<file path="config.mk">
export PLATFORM = sky130hd
export DESIGN_NAME = game_control_fsm
export DESIGN_NICKNAME = d
export VERILOG_FILES = /design/src/rtl/game_pkg.sv /design/src/rtl/rise_edge_detect.sv /design/src/rtl/game_control_fsm.sv
export SDC_FILE = /design/constraint.sdc
export NUM_CORES = 1
export LEC_CHECK = 0
export CAP_MARGIN = 20
export CORE_MARGIN = 5
export CORE_UTILIZATION = 49
export CTS_CLUSTER_DIAMETER = 40
export DETAILED_ROUTE_END_ITERATION = 10
export DONT_BUFFER_PORTS = 1
export PLACE_DENSITY_LB_ADDON = 0.2
export SYNTH_ARGS = -nofsm -noshare
export SYNTH_HDL_FRONTEND = slang
export SYNTH_SLANG_ARGS = --single-unit
</file>
<file path="constraint.sdc">
create_clock -name clk -period 3.7 [get_ports clk]
set_input_delay 0.555 -clock clk [delete_from_list [all_inputs] [get_ports clk]]
set_output_delay 0.555 -clock clk [all_outputs]
set_load 0.05 [all_outputs]
</file>
<file path="src/rtl/game_pkg.sv">
// Shared types and default constants for the whack-a-mole game controller.
// State encoding plus default sizing used by game_control_fsm and its bench.
package game_pkg;

  localparam int DEF_SCORE_W    = 12;
  localparam int DEF_WIN_SCORE  = 1000;
  localparam int DEF_MAX_LIVES  = 3;
  localparam int DEF_LEVEL_STEP = 250;
  localparam int DEF_NUM_LEVELS = 4;
  localparam int DEF_ROUND_MS   = 60000;
  localparam int DEF_TIMER_W    = 16;

  typedef enum logic [2:0] {
    SETUP     = 3'd0,
    WAIT      = 3'd1,
    PLAY      = 3'd2,
    PAUSE     = 3'd3,
    GAME_OVER = 3'd4,
    WIN       = 3'd5
  } game_state_t;

endpackage

</file>
<file path="src/rtl/rise_edge_detect.sv">
// Rising-edge detector for a level button: rise is combinational, one cycle per 0->1.
// Reset clears the history so a button held through reset reads as a fresh press.
module rise_edge_detect (
  input  logic clk,
  input  logic reset,
  input  logic din,
  output logic rise
);

  logic prev_q;
  logic prev_d;

  always_comb begin
    prev_d = din;
    rise   = din & ~prev_q;
  end

  always_ff @(posedge clk) begin
    if (reset) begin
      prev_q <= 1'b0;
    end else begin
      prev_q <= prev_d;
    end
  end

endmodule

</file>
<file path="src/rtl/game_control_fsm.sv">
// Game sequencing FSM: setup/countdown/play/pause/end states, lives, level and round timer.
// Flags decode state combinationally; new_mole is registered one cycle. GAME_PAUSE_EN enables pause.
module game_control_fsm
  import game_pkg::*;
#(
  parameter int SCORE_W    = DEF_SCORE_W,
  parameter int WIN_SCORE  = DEF_WIN_SCORE,
  parameter int MAX_LIVES  = DEF_MAX_LIVES,
  parameter int LEVEL_STEP = DEF_LEVEL_STEP,
  parameter int NUM_LEVELS = DEF_NUM_LEVELS,
  parameter int ROUND_MS   = DEF_ROUND_MS,
  parameter int TIMER_W    = DEF_TIMER_W
) (
  input  logic                            clk,
  input  logic                            reset,
  input  logic                            play,
  input  logic                            pause,
  input  logic                            countdown_complete,
  input  logic                            mole_complete,
  input  logic                            mole_missed,
  input  logic                            ms_tick,
  input  logic [SCORE_W-1:0]              score,
  output logic                            timer_reset,
  output logic                            wait_flag,
  output logic                            play_flag,
  output logic                            pause_flag,
  output logic                            gameover_flag,
  output logic                            win_flag,
  output logic                            new_mole,
  output logic [$clog2(MAX_LIVES+1)-1:0]  lives,
  output logic [$clog2(NUM_LEVELS)-1:0]   level,
  output logic [TIMER_W-1:0]              time_left_ms
);

  localparam int LIVES_W = $clog2(MAX_LIVES + 1);
  localparam int LEVEL_W = $clog2(NUM_LEVELS);

  localparam logic [LIVES_W-1:0] LIVES_INIT = LIVES_W'(MAX_LIVES);
  localparam logic [LEVEL_W-1:0] LEVEL_MAX  = LEVEL_W'(NUM_LEVELS - 1);
  localparam logic [TIMER_W-1:0] TIME_INIT  = TIMER_W'(ROUND_MS);
  localparam logic [31:0]        WIN_U      = 32'(WIN_SCORE);
  localparam logic [31:0]        STEP_U     = 32'(LEVEL_STEP);

`ifdef GAME_PAUSE_EN
  localparam bit PAUSE_EN = 1'b1;
`else
  localparam bit PAUSE_EN = 1'b0;
`endif

  game_state_t        state_q, state_d;
  logic               new_mole_q, new_mole_d;
  logic [LIVES_W-1:0] lives_q, lives_d;
  logic [LEVEL_W-1:0] level_q, level_d;
  logic [TIMER_W-1:0] time_q, time_d;

  logic        play_rise;
  logic        pause_rise_raw;
  logic        pause_rise;
  logic [31:0] score_u;
  logic [31:0] level_thresh;
  logic        win_hit;
  logic        lose_hit;

  rise_edge_detect u_play_edge (
    .clk   (clk),
    .reset (reset),
    .din   (play),
    .rise  (play_rise)
  );

  rise_edge_detect u_pause_edge (
    .clk   (clk),
    .reset (reset),
    .din   (pause),
    .rise  (pause_rise_raw)
  );

  // With pause compiled out the detector still runs but can never move the FSM.
  assign pause_rise = pause_rise_raw & PAUSE_EN;

  // Threshold for the next level is a constant multiply, so no divider is built.
  always_comb begin
    score_u      = 32'(score);
    level_thresh = (32'(level_q) + 32'd1) * STEP_U;
    win_hit      = (score_u >= WIN_U);
    lose_hit     = (lives_q == '0) || (time_q == '0);
  end

  always_comb begin
    state_d    = state_q;
    new_mole_d = 1'b0;
    lives_d    = lives_q;
    level_d    = level_q;
    time_d     = time_q;

    case (state_q)
      SETUP: begin
        lives_d = LIVES_INIT;
        level_d = '0;
        time_d  = TIME_INIT;
        if (play_rise) begin
          state_d = WAIT;
        end
      end

      WAIT: begin
        if (countdown_complete) begin
          state_d = PLAY;
        end
      end

      PLAY: begin
        if (mole_missed && (lives_q != '0)) begin
          lives_d = lives_q - 1'b1;
        end
        if (ms_tick && (time_q != '0)) begin
          time_d = time_q - 1'b1;
        end
        if ((level_q != LEVEL_MAX) && (score_u >= level_thresh)) begin
          level_d = level_q + 1'b1;
        end

        if (win_hit) begin
          state_d = WIN;
        end else if (lose_hit) begin
          state_d = GAME_OVER;
        end else if (pause_rise) begin
          state_d = PAUSE;
        end

        // A spawn request must not land in the first PAUSE cycle.
        new_mole_d = mole_complete && (state_d != PAUSE);
      end

      PAUSE: begin
        if (pause_rise) begin
          state_d = PLAY;
        end
      end

      GAME_OVER, WIN: begin
        if (play_rise) begin
          state_d = SETUP;
        end
      end

      default: begin
        state_d = SETUP;
      end
    endcase
  end

  always_ff @(posedge clk) begin
    if (reset) begin
      state_q    <= SETUP;
      new_mole_q <= 1'b0;
      lives_q    <= LIVES_INIT;
      level_q    <= '0;
      time_q     <= TIME_INIT;
    end else begin
      state_q    <= state_d;
      new_mole_q <= new_mole_d;
      lives_q    <= lives_d;
      level_q    <= level_d;
      time_q     <= time_d;
    end
  end

  always_comb begin
    timer_reset   = (state_q == SETUP);
    wait_flag     = (state_q == WAIT);
    play_flag     = (state_q == PLAY);
    pause_flag    = PAUSE_EN && (state_q == PAUSE);
    gameover_flag = (state_q == GAME_OVER);
    win_flag      = (state_q == WIN);
    new_mole      = new_mole_q;
    lives         = lives_q;
    level         = level_q;
    time_left_ms  = time_q;
  end

endmodule

</file>
Yosys cells after proc, flatten, opt, wreduce, memory -nomap -nowiden. Cells that the tools add are included.

Add/sub/neg operators: 4. Multipliers: 1. Divide/modulo/power cells: 0. Order comparisons: 2. Eq/ne operators: 13. Shift-type cells: 0. Multiplexer cells: 13. Bitwise logic cells: 4. Reduce and logical (&&, ||, !) cells: 17.

Operators with widths (count): 16-bit case mux with 2 select lines (1); 3-bit 2-to-1 mux (6); 16-bit zero test (1); 16-bit 2-to-1 mux (1); 16-bit nonzero test (1); 16-bit by 1-bit subtractor with 16-bit output (second input constant) (1); 3-bit case mux with 5 select lines (1); 12-bit by 10-bit >= comparator with 1-bit output (second input constant) (1); 12-bit by 11-bit >= comparator with 1-bit output (1); 3-bit by 7-bit multiplier with 10-bit output (second input constant) (1); 2-bit by 1-bit != test with 1-bit output (second input constant) (4); 2-bit case mux with 2 select lines (2); 3-bit by 2-bit equality test with 1-bit output (second input constant) (2); 3-bit equality test (second input constant) (2); 2-bit != test (second input constant) (3); 2-bit AND reduction (3); 1-bit logical AND (4); 2-bit 2-to-1 mux (2); 4-bit AND reduction (1); 2-bit nonzero test (2); 2-bit OR reduction (2); 2-bit by 1-bit adder with 3-bit output (second input constant) (1); 3-bit by 1-bit equality test with 1-bit output (second input constant) (1); 3-bit zero test (1); other kinds (7) (9).

Register bits after elaboration: 25. Bits in latches: 0. Memory bits (writable): 0. Memory bits (read-only): 0. Input bits: 20. Output and inout bits: 27. Logic and storage cells: 60. Memories: 0.

Longest topological paths before layout. Gate-level depths: netlist (run 1).

Word-level depth: 7. Gate-level depth with buffers: 14. Depth with buffers taken out: 14.

Cells and area by module. Synthesis (run 1) repeated with hierarchy kept, for this count alone.

Cells, all modules: 208. Area, all modules: 1815.5 um^2.

Modules (own cells, without submodules): game_control_fsm (times used 1, cells an instance 205, area an instance 1767.9 um^2, sequential area each 480.5 um^2); rise_edge_detect (times used 1, cells an instance 3, area an instance 47.5 um^2, sequential area each 20.0 um^2).

Worst setup path after synthesis (run 1). OpenSTA, ideal clock, no wires.

Kind: reg2reg. Start point: register level_q[0], in the netlist level[0]. End point: register level_q[1], in the netlist level[1]. Library setup time: 134 ps. Arrival time: 3673 ps. Required time: 3566 ps. Path slack: -107 ps. Cell stages (with the launch flop): 15. Path buffers: 0. Clock period less this slack: 3807 ps. Cells stage by stage: dfxtp_1 -> inv_1 -> ha_1 -> xnor2_1 -> ha_1 -> inv_1 -> fa_1 -> xor2_1 -> xnor2_1 -> ha_1 -> nand4b_1 -> or3_4 -> o41ai_4 -> or3_1 -> o31ai_1.

Longest elaborated chain between the ends: 6. Elaborated cells between the ends (all ways): 10. Classes of those cells: 2 x add/sub; 1 x mul; 1 x order compare; 2 x eq/ne; 2 x mux; 2 x reduce/logical.

RTL lines: start: declaration (line game_control_fsm.sv:53) `logic [LEVEL_W-1:0] level_q, level_d;`; start signal: assignment (line game_control_fsm.sv:164) `level_q <= level_d;`; 2-bit by 1-bit adder with 3-bit output (line game_control_fsm.sv:84) `level_thresh = (32'(level_q) + 32'd1) * STEP_U;`; 3-bit by 7-bit multiplier with 10-bit output (line game_control_fsm.sv:84); 12-bit by 11-bit >= comparator with 1-bit output (line game_control_fsm.sv:119) `if ((level_q != LEVEL_MAX) && (score_u >= level_thresh)) begin`; 1-bit logical AND (line game_control_fsm.sv:119); 2-bit by 1-bit != test with 1-bit output (no line); 2-bit AND reduction (no line).

Parallel ways exist; a longest one is shown, timed or not. The select of a mux whose other input is x is not followed. A chain may end at the register's enable or synchronous reset.

Worst setup path in the final report (run 1).
Start point: register level_q[1], in the netlist level[1]. End point: register level_q[0], in the netlist level[0].

Longest elaborated chain between the ends: 6. Elaborated cells between the ends (all ways): 7. Classes of those cells: 1 x add/sub; 1 x mul; 1 x order compare; 2 x eq/ne; 2 x reduce/logical.

RTL lines (line): 2-bit by 1-bit adder with 3-bit output (game_control_fsm.sv:84); 3-bit by 7-bit multiplier with 10-bit output (game_control_fsm.sv:84); 12-bit by 11-bit >= comparator with 1-bit output (game_control_fsm.sv:119); 1-bit logical AND * (game_control_fsm.sv:119); 2-bit by 1-bit != test with 1-bit output (no line) *; 2-bit AND reduction (no line) *.

Mark *: on every way between the ends. The rest lies on a longest branch, timed or not.

==> impl_metrics.env, run 1 <==
export IMPL_drt_iter0_drc=74
export IMPL_clk_path_buf_depth=2
export IMPL_crit_chain="inv_1 -> ha_4 -> xnor2_1 -> ha_2 -> inv_1 -> fa_1 -> xor2_2 -> xnor2_1 -> ha_1 -> nand4b_1 -> or3_4 -> o41ai_4 -> or3_4 -> o31ai_1"
export IMPL_criticalPathCategory="flop to flop"
export IMPL_wire_per_inst_um=16.5
export IMPL_yosys_cell_types_count=48
export IMPL_max_stage_delay_ns=0.41
export IMPL_cap_violations=0
export IMPL_critPathLaunch="level[1]$_SDFFE_PP0P_"
export IMPL_reg2reg_from="level[1]$_SDFFE_PP0P_"
export IMPL_async_flop_share_pct=0
export IMPL_die_area_mm2=0.00503
export IMPL_gp_congestion=0.895
export IMPL_final_setup_worst_slack_ns=0.184
export IMPL_finalSetupTns_ns=0
export IMPL_synthTopCellsByArea="dfxtp_1, ha_1, inv_1"
export IMPL_dp_hpwl_mm=3.38
export IMPL_cp_max_fo=6
export IMPL_yosysTopAreaCell="dfxtp_1"
export IMPL_cts_buffers=3
export IMPL_die_x_um=70.9
export IMPL_grt_pass1_vias=1542
export IMPL_synth_seq_cells=25
export IMPL_grt_max_degree=16
export IMPL_synth_top_area_share_pct=27.5
export IMPL_synth_enable_flop_cells=0
export IMPL_antenna_found_initial=0
export IMPL_cts_clk_slew_worst_paths_ns=0.09
export IMPL_core_area_mm2=0.00363
export IMPL_p_per_area_mw_per_mm2=278
export IMPL_critPathSlowestCell="fa_1"
export IMPL_yosys_warnings=0
export IMPL_port_buffers=0
export IMPL_syn_avg_cell_area_um2=8.37
export IMPL_hp_start="reset"
export IMPL_ir_drop_mv=0.184
export IMPL_grt_pass1_wl_mm=7.10
export IMPL_vias_per_cell=5.85
export IMPL_drc=0
export IMPL_rsz0062_at_grt="no"
export IMPL_pre_cts_ws_ns=-0.0114
export IMPL_area_growth_syn_to_layout_pct=7.64
export IMPL_die_h_um=70.9
export IMPL_hold_viol_final=0
export IMPL_io_pins=47
export IMPL_fin_area_mm2=0.00196
export IMPL_vias=1544
export IMPL_setup_viol=0
export IMPL_slew_viol_final=0
export IMPL_cts_tree="yes"
export IMPL_endpoint_kind="flop"
export IMPL_cp_required_ns=3.85
export IMPL_grtUsageTotal_pct=17.1
export IMPL_postPlaceCellArea_mm2=0.00186
export IMPL_maxSlewHeadroom_pct=40.1
export IMPL_clock_sinks=25
export IMPL_initial_utilization_pct=50.0
export IMPL_num_rows=22
export IMPL_insertion_delay_ns=0.27
export IMPL_wl_mm=4.37
export IMPL_min_period_ns=3.52
export IMPL_synth_seq_area_share_pct=27.5
export IMPL_worst_slew_pin_slew_ns=0.895
export IMPL_timing_critical_path_buf_inv=2
export IMPL_fin_crit_sh_pct=95.0
export IMPL_whs_ns=0.339
export IMPL_htree_num_levels=1
export IMPL_root_buffer="clkbuf_8"
export IMPL_status="complete, no violations"
export IMPL_fmax_ghz=0.284
export IMPL_ctsHoldBuffers=0
export IMPL_skew_ns=0.00897
export IMPL_power_leakage_nw=0.730
export IMPL_drive_gt1_share_pct=12.0
export IMPL_synthesis_nets=259
export IMPL_drtAntennaViolNets=0
export IMPL_synth_ff_type="dfxtp_1"
export IMPL_nets=259
export IMPL_syn_inst=217
export IMPL_p_total_w=0.000543
export IMPL_arrival_ns=3.66
export IMPL_syn_area_mm2=0.00182
export IMPL_first_pass_iters=4
export IMPL_n_antenna_cell=0
export IMPL_nFillCells=363
export IMPL_crit_family="adder cells"
export IMPL_cp_start_kind="flop"
export IMPL_grt_ovfl_total=0
export IMPL_hold_class="primary input to flop"
final cells by class:
cell class / instances / area, µm² / share of cell area, %
sequential: 25 / 508 / 26.0
timing repair buffer: 4 / 30.0 / 1.54
inverter: 21 / 78.8 / 4.03
multi-input combinational: 162 / 1230 / 62.9
clock buffer: 3 / 41.3 / 2.11
tap: 48 / 60.1 / 3.07
clock inverter: 1 / 7.51 / 0.384
flip-flops by register name, indices dropped and copies added, names as in the netlist:
signal              count
new_mole                1
lives                   2
u_play_edge.prev_q      1
level                   2
state_q                 3
time_left_ms           16
kinds of logic (layout without fill, tap and decap cells):
| group | Yosys count | count (layout) | share of synthesized area, % |
|---|---|---|---|
| DFF | 25 | 25 | 27.5 |
| and+or+nand+nor | 82 | 82 | 24.6 |
| AOI/OAI and AO/OA | 42 | 42 | 17.4 |
| other | 1 | 1 | 0.206 |
| buffers and inverters | 30 | 29 | 7.09 |
| xor gates and xnor gates | 15 | 15 | 7.23 |
| adders and majority gates | 22 | 22 | 16.0 |
layout by cell type, fill, tap and decap left out, types with 5 or more instances in the layout:
| cell type | netlist | final |
|---|---|---|
| dfxtp_1 | 25 | 23 |
| inv_1 | 21 | 21 |
| nor2_1 | 19 | 19 |
| ha_1 | 20 | 18 |
| a21oi_1 | 11 | 11 |
| nor3_1 | 9 | 9 |
| nand2_1 | 9 | 9 |
| xnor2_1 | 7 | 7 |
| nand3_1 | 7 | 7 |
| xor2_1 | 8 | 7 |
| and3_1 | 5 | 5 |
| or2_2 | 5 | 5 |
| o21ai_0 | 5 | 5 |
| nor4_1 | 5 | 5 |
synthesized netlist by cell type (2+ instances only):
master and n:
a211oi_1 6, a21oi_1 11, and3_1 5, buf_4 2, clkbuf_1 5, dfxtp_1 25
fa_1 2, ha_1 20, inv_1 21, nand2_1 9, nand2b_1 2, nand3_1 7
nand3b_1 2, nand4_1 2, nand4b_1 2, nor2_1 19, nor2b_1 3, nor3_1 9
nor4_1 5, o2111ai_1 2, o211ai_1 2, o21ai_0 5, o31ai_1 4, or2_2 5
or3_1 4, or4_1 3, xnor2_1 7, xor2_1 8
repair_timing:
| action | CTS | global route |
|---|---|---|
| endpoints found under the setup margin | 2 | 2 |
| gates resized for setup | 2 | 9 |
| hold endpoints to repair | 0 | 0 |
| buffers inserted | 0 | 0 |
worst paths after layout:
| check | endpoint | slack, ns | cells past startpoint |
|---|---|---|---|
| worst max-delay path | level[0]$_SDFFE_PP0P_ | 0.18 | 14 |
| worst min-delay path | u_play_edge.prev_q$_SDFF_PP0_ | 0.34 | 1 |
| worst max register to register | level[0]$_SDFFE_PP0P_ | 0.18 | 14 |
| worst min register to register | state_q[1]$_SDFFE_PP0P_ | 0.57 | 2 |
power breakdown:
part	leakage, nW	internal (W)	total [W]	switching [W]
Clock	0.0217	0.0000764	0.000166	0.0000899
Combinational	0.505	0.0000311	0.0000942	0.0000630
Sequential	0.204	0.000272	0.000283	0.0000107
layer usage:
layer  share of wire (%)  global-route usage, %  vias to the layer above
met5                   0                      0                        -
met3                 6.0                   4.69                        6
met1                  40                   19.4                      737
met4                 1.1                   4.38                        0
met2                  53                   31.2                       36
li1                    -                      -                      765
stage by stage:
step | cells | util, %
global route | 264 | 53.8
finish | 264 | 53.8
detailed placement | 260 | 51.1
floorplan | 217 | -
global placement | 260 | 51.1
CTS | 264 | 52.8
(Power assumes the default switching activity.)
==> run 2, diff against run 1 <==
--- a/config.mk
+++ b/config.mk
@@ -7,7 +7,7 @@
 export LEC_CHECK = 0
 export CAP_MARGIN = 20
 export CORE_MARGIN = 5
-export CORE_UTILIZATION = 49
+export CORE_UTILIZATION = 60
 export CTS_CLUSTER_DIAMETER = 40
 export DETAILED_ROUTE_END_ITERATION = 10
 export DONT_BUFFER_PORTS = 1
==> run 2 against run 1 <==
Power shrank 8.3%; combinational power shrank 2.7%; critical path depth is the same; highest routed layer unchanged; clock power shrank 26%.
==> impl_metrics.env, run 2 (synthesis gave the netlist of run 1 again) <==
export IMPL_status="complete, no violations"
export IMPL_hold_path_endpoint="u_play_edge.prev_q$_SDFF_PP0_"
export IMPL_port_buffers=0
export IMPL_hold_viol_final=0
export IMPL_core_area_mm2=0.00298
export IMPL_postPlaceCellArea_mm2=0.00184
export IMPL_worst_slew_pin_slew_ns=0.882
export IMPL_crit_family="adder cells"
export IMPL_skew_ns=0.0150
export IMPL_reg2reg_depth=14
export IMPL_clk_path_buf_depth=2
export IMPL_hp_start="reset"
export IMPL_criticalPathCategory="flop to flop"
export IMPL_p_per_area_mw_per_mm2=264
export IMPL_grtUsageTotal_pct=19.6
export IMPL_slew_viol_final=0
export IMPL_rr_endpoint="level[1]$_SDFFE_PP0P_"
export IMPL_whs_ns=0.276
export IMPL_cp_required_ns=3.91
export IMPL_final_cell_mix="dfxtp_1, inv_1, nor2_1, ha_1, a21oi_1"
export IMPL_drive_gt1_share_pct=10.6
export IMPL_io_pins=47
export IMPL_area_growth_syn_to_layout_pct=3.93
export IMPL_cp_start_kind="flop"
export IMPL_fin_crit_sh_pct=95.6
export IMPL_fin_area_mm2=0.00189
export IMPL_wire_per_inst_um=15.7
export IMPL_first_pass_iters=4
export IMPL_num_rows=20
export IMPL_cp_max_fo=6
export IMPL_vias_per_cell=6.13
export IMPL_largest_reg_flops=16
export IMPL_drc=0
export IMPL_reg2reg_from="level[1]$_SDFFE_PP0P_"
export IMPL_power_leakage_nw=0.717
export IMPL_crit_chain="inv_1 -> ha_1 -> xnor2_1 -> ha_2 -> inv_1 -> fa_1 -> xor2_1 -> xnor2_1 -> ha_1 -> nand4b_1 -> or3_4 -> o41ai_4 -> or3_1 -> o31ai_1"
export IMPL_utilization_pct=63.4
export IMPL_nets=259
export IMPL_reg2reg_slack_ns=0.16
export IMPL_drtAntennaViolNets=0
export IMPL_cts_buffers=3
export IMPL_setup_viol=0
export IMPL_critPathSlowestCell="dfxtp_2"
export IMPL_final_setup_worst_slack_ns=0.162
export IMPL_hold_class="primary input to flop"
export IMPL_nFillCells=273
export IMPL_pre_cts_ws_ns=0.0515
export IMPL_cts_clk_slew_worst_paths_ns=0.14
export IMPL_instances_no_fill=249
export IMPL_vias=1526
export IMPL_initial_utilization_pct=61.0
export IMPL_die_x_um=65.0
export IMPL_place_inst=245
export IMPL_gp_congestion=0.906
export IMPL_dp_hpwl_mm=3.14
export IMPL_grt_pass1_wl_mm=6.72
export IMPL_clock_sinks=25
export IMPL_timing_critical_path_buf_inv=2
export IMPL_root_buffer="clkbuf_4"
export IMPL_fmax_ghz=0.283
export IMPL_n_antenna_cell=0
export IMPL_htree_num_levels=1
export IMPL_cap_violations=0
export IMPL_ir_drop_mv=0.220
export IMPL_antenna_found_initial=0
export IMPL_endpoint_kind="flop"
export IMPL_cts_setup_buffers=0
export IMPL_insertion_delay_ns=0.32
export IMPL_max_stage_delay_ns=0.41
export IMPL_final_common_cell="dfxtp_1"
export IMPL_drt_iter0_drc=70
export IMPL_grt_pass1_vias=1589
export IMPL_die_h_um=65.0
export IMPL_min_period_ns=3.54
export IMPL_cts_tree="yes"
export IMPL_min_path_cells=1
export IMPL_die_area_mm2=0.00423
export IMPL_maxSlewHeadroom_pct=41.0
export IMPL_wl_mm=3.92
export IMPL_grt_ovfl_total=0
export IMPL_arrival_ns=3.75
export IMPL_grt_max_degree=16
==> run 2: worst reg2reg max path: stages (launching register included) <==
cell	delay (ns)
dfxtp_2	0.41
inv_1	0.09
ha_1	0.35
xnor2_1	0.18
ha_2	0.23
inv_1	0.06
fa_1	0.37
xor2_1	0.18
xnor2_1	0.15
ha_1	0.28
nand4b_1	0.12
or3_4	0.37
o41ai_4	0.37
or3_1	0.19
o31ai_1	0.08
==> run 2: worst max path at each step <==
stage	from	to	slack [ns]	depth (start not counted)
after global routing	level[0]$_SDFFE_PP0P_	level[1]$_SDFFE_PP0P_	-0.01	14
after floorplan	level[1]$_SDFFE_PP0P_	level[1]$_SDFFE_PP0P_	0.04	14
final	level[1]$_SDFFE_PP0P_	level[1]$_SDFFE_PP0P_	0.16	14
after detailed placement	level[1]$_SDFFE_PP0P_	level[1]$_SDFFE_PP0P_	0.05	14
after global placement	level[1]$_SDFFE_PP0P_	level[1]$_SDFFE_PP0P_	0.23	14
after CTS	level[1]$_SDFFE_PP0P_	level[1]$_SDFFE_PP0P_	0.002	14
==> run 2: layer usage <==
layer,up-vias,GRT usage (%),routed length (µm)
li1,768,-,-
met1,712,20.6,1550
met2,42,38.1,2060
met3,4,5.37,271
met4,0,4.40,34
met5,-,0,0
==> run 2: metrics by stage <==
step | total power (W) | setup TNS, ns
6_report | 0.000498 | 0
3_5_place_dp | 0.000379 | 0
3_3_place_gp | 0.000376 | 0
2_1_floorplan | 0.000368 | 0
5_1_grt | 0.000526 | -0.0115
4_1_cts | 0.000501 | 0
==> run 2: timing repair <==
action | CTS | global route
gates resized for setup | 0 | 5
setup endpoints to repair | 0 | 2
endpoints found under the hold margin | 0 | 0
hold buffers | 0 | 0
==> run 2: power breakdown <==
group	internal, W	switching [W]
sequential	0.000274	0.0000100
combinational	0.0000289	0.0000628
clock	0.0000413	0.0000815
total	0.000344	0.000154
==> run 2: final cells by class <==
type	count	area, µm²	share of cell area [%]
multi-input combinational	162	1200	63.8
sequential	25	503	26.6
inverter	21	78.8	4.17
clock inverter	1	7.51	0.398
clock buffer	3	22.5	1.19
timing repair buffer	4	30.0	1.59
tap	33	41.3	2.19
==> run 3, diff against run 2 <==
--- a/config.mk
+++ b/config.mk
@@ -5,6 +5,7 @@
 export SDC_FILE = /design/constraint.sdc
 export NUM_CORES = 1
 export LEC_CHECK = 0
+export ABC_AREA = 1
 export CAP_MARGIN = 20
 export CORE_MARGIN = 5
 export CORE_UTILIZATION = 60
==> run 3 against run 2 <==
Non-clock buffer count shrank 1; cell area grew 12%; power grew 130%; sequential power grew 58%; largest cell class unchanged; highest routed layer unchanged.
==> impl_metrics.env, run 3 <==
export IMPL_fmax_ghz=0.321
export IMPL_synth_compound_area_share_pct=12.8
export IMPL_cap_violations=0
export IMPL_initial_utilization_pct=62.1
export IMPL_grt_max_degree=25
export IMPL_synthAdderAreaFrac_pct=14.0
export IMPL_reg2reg_from="level[0]$_SDFFE_PP0P_"
export IMPL_synth_ff_type="dfxtp_1"
export IMPL_ir_drop_mv=0.305
export IMPL_skew_ns=0.00218
export IMPL_gp_congestion=0.831
export IMPL_final_common_cell="nand2_1"
export IMPL_antenna_found_initial=0
export IMPL_die_h_um=68.7
export IMPL_power_leakage_nw=0.975
export IMPL_slew_viol_final=0
export IMPL_async_flop_share_pct=0
export IMPL_grtUsageTotal_pct=20.4
export IMPL_final_setup_worst_slack_ns=0.587
export IMPL_area_growth_syn_to_layout_pct=2.18
export IMPL_port_buffers=0
export IMPL_cts_resized=0
export IMPL_vias=1785
export IMPL_cts_tree="yes"
export IMPL_rr_endpoint="level[0]$_SDFFE_PP0P_"
export IMPL_synth_seq_cells=25
export IMPL_grt_pass1_vias=1705
export IMPL_num_rows=21
export IMPL_muxShareOfSynthArea_pct=0
export IMPL_vias_per_cell=5.13
export IMPL_p_per_area_mw_per_mm2=537
export IMPL_grt_ovfl_total=0
export IMPL_dp_hpwl_mm=3.43
export IMPL_critPathLaunch="level[0]$_SDFFE_PP0P_"
export IMPL_clk_path_buf_depth=2
export IMPL_finalSetupTns_ns=0
export IMPL_reg2reg_depth=20
export IMPL_rsz0062_at_grt="no"
export IMPL_synth_top_area_share_pct=24.2
export IMPL_status="complete, no violations"
export IMPL_ctsHoldBuffers=0
export IMPL_synthesis_nets=344
export IMPL_worst_slew_pin_slew_ns=0.894
export IMPL_min_path_cells=1
export IMPL_arrival_ns=3.35
export IMPL_yosysTopAreaCell="dfxtp_1"
export IMPL_min_period_ns=3.11
export IMPL_pre_cts_ws_ns=0.604
export IMPL_first_pass_iters=4
export IMPL_root_buffer="clkbuf_4"
export IMPL_drt_iter0_drc=82
export IMPL_synth_seq_area_share_pct=24.2
export IMPL_syn_area_mm2=0.00207
export IMPL_grt_pass1_wl_mm=7.48
export IMPL_cp_required_ns=3.93
export IMPL_hold_viol_final=0
export IMPL_syn_inst=302
export IMPL_criticalPathCategory="flop to flop"
export IMPL_nets=345
export IMPL_cp_start_kind="flop"
export IMPL_clock_sinks=25
export IMPL_synth_simple_area_share_pct=31.4
export IMPL_yosys_cell_types_count=36
export IMPL_cts_clk_slew_worst_paths_ns=0.13
export IMPL_cts_setup_buffers=0
export IMPL_reg2reg_slack_ns=0.59
export IMPL_fin_crit_sh_pct=84.1
export IMPL_synthTopCellsByArea="dfxtp_1, nand2_1, ha_1"
export IMPL_insertion_delay_ns=0.32
export IMPL_cp_max_fo=5
export IMPL_maxSlewHeadroom_pct=40.2
export IMPL_die_area_mm2=0.00473
export IMPL_synth_most_common_cell="nand2_1"
export IMPL_core_area_mm2=0.00334
export IMPL_drive_gt1_share_pct=12.6
export IMPL_crit_end="level[0]$_SDFFE_PP0P_"
export IMPL_endpoint_kind="flop"
export IMPL_synth_xor_area_share_pct=6.34
export IMPL_final_cell_mix="nand2_1, nor2_1, inv_1"
export IMPL_wl_mm=4.35
export IMPL_drc=0
export IMPL_wire_per_inst_um=12.5
export IMPL_largest_reg_flops=16
export IMPL_cts_buffers=3
export IMPL_die_x_um=68.7
export IMPL_yosys_warnings=0
export IMPL_whs_ns=0.272
export IMPL_synth_top_family_by_area="simple AND/OR/NAND/NOR gates"
export IMPL_setup_viol=0
export IMPL_htree_num_levels=1
export IMPL_drtAntennaViolNets=0
export IMPL_hold_class="primary input to flop"
export IMPL_syn_avg_cell_area_um2=6.86
export IMPL_n_antenna_cell=0
export IMPL_synth_enable_flop_cells=0
export IMPL_io_pins=47
export IMPL_ys_top_cells_by_count="nand2_1, nor2_1, inv_1"
run 3: cell types whose count changed after synthesis, moves of 6 or more:
cell / previous run / this run
nand2_1: 9 / 68
nor2_1: 19 / 52
inv_1: 21 / 39
nor3_1: 9 / 1
nand3_1: 7 / 13
run 3: worst min-delay path by stage:
stage / from / endpoint / slack [ns]
after floorplan: state_q[1]$_SDFFE_PP0P_ / state_q[1]$_SDFFE_PP0P_ / 0.49
after global placement: state_q[1]$_SDFFE_PP0P_ / state_q[1]$_SDFFE_PP0P_ / 0.51
after detailed placement: state_q[1]$_SDFFE_PP0P_ / state_q[1]$_SDFFE_PP0P_ / 0.52
after CTS: reset / state_q[0]$_SDFFE_PP0P_ / 0.27
after global routing: reset / time_left_ms[12]$_SDFFE_PP0P_ / 0.25
final: reset / time_left_ms[12]$_SDFFE_PP0P_ / 0.27
run 3: power by group:
group          total [W]  switching (W)  internal (W)  leakage [nW]
sequential      0.000449       0.000141      0.000308         0.204
clock           0.000125      0.0000829     0.0000422        0.0150
combinational   0.000562       0.000380      0.000182         0.756
run 3: through the flow:
step | cell area [µm²] | total power [W] | utilization, % | std cells
2_1_floorplan | 2070 | 0.000937 | - | 302
3_3_place_gp | 2090 | 0.00101 | 62.6 | 344
3_5_place_dp | 2090 | 0.00102 | 62.6 | 344
4_1_cts | 2120 | 0.00114 | 63.4 | 348
5_1_grt | 2120 | 0.00124 | 63.4 | 348
6_report | 2120 | 0.00114 | 63.4 | 348
run 3: final cells by class:
class | instances | area [µm²]
Tap cell | 46 | 57.6
Multi-Input combinational cell | 226 | 1340
Fill cell | 330 | 1220
Sequential cell | 25 | 500
Clock buffer | 4 | 26.3
Timing Repair Buffer | 3 | 22.5
Inverter | 44 | 169
run 3: kinds of logic after synthesis:
| logic type | after synthesis |
|---|---|
| DFF | 25 |
| buffers and inverters | 51 |
| adders and majority gates | 22 |
| AOI/OAI and AO/OA | 38 |
| xor gates and xnor gates | 15 |
| other | 1 |
| and+or+nand+nor | 150 |
run 3: metal layers:
| layer | routed length [µm] | part of all wire, % | global-route usage, % | vias to the layer above |
|---|---|---|---|---|
| li1 | - | - | - | 947 |
| met2 | 1960 | 45 | 33.8 | 36 |
| met1 | 2080 | 48 | 27.1 | 798 |
| met3 | 286 | 6.6 | 5.67 | 4 |
| met4 | 17 | 0.39 | 2.43 | 0 |
| met5 | 0 | 0 | 0 | - |
run 3: worst max-delay path: stages, from the launching register on:
cell	delay [ns]
dfxtp_1	0.35
inv_1	0.11
ha_1	0.37
xnor2_1	0.18
ha_1	0.26
inv_1	0.07
fa_1	0.37
xnor2_1	0.14
xor2_1	0.16
ha_1	0.30
nand2_1	0.05
nor2_1	0.11
nand3_1	0.09
nand2_1	0.07
inv_1	0.03
nand2_1	0.06
nand2_1	0.06
nand2_2	0.09
nand2_1	0.06
nand2_1	0.05
nor2_1	0.04
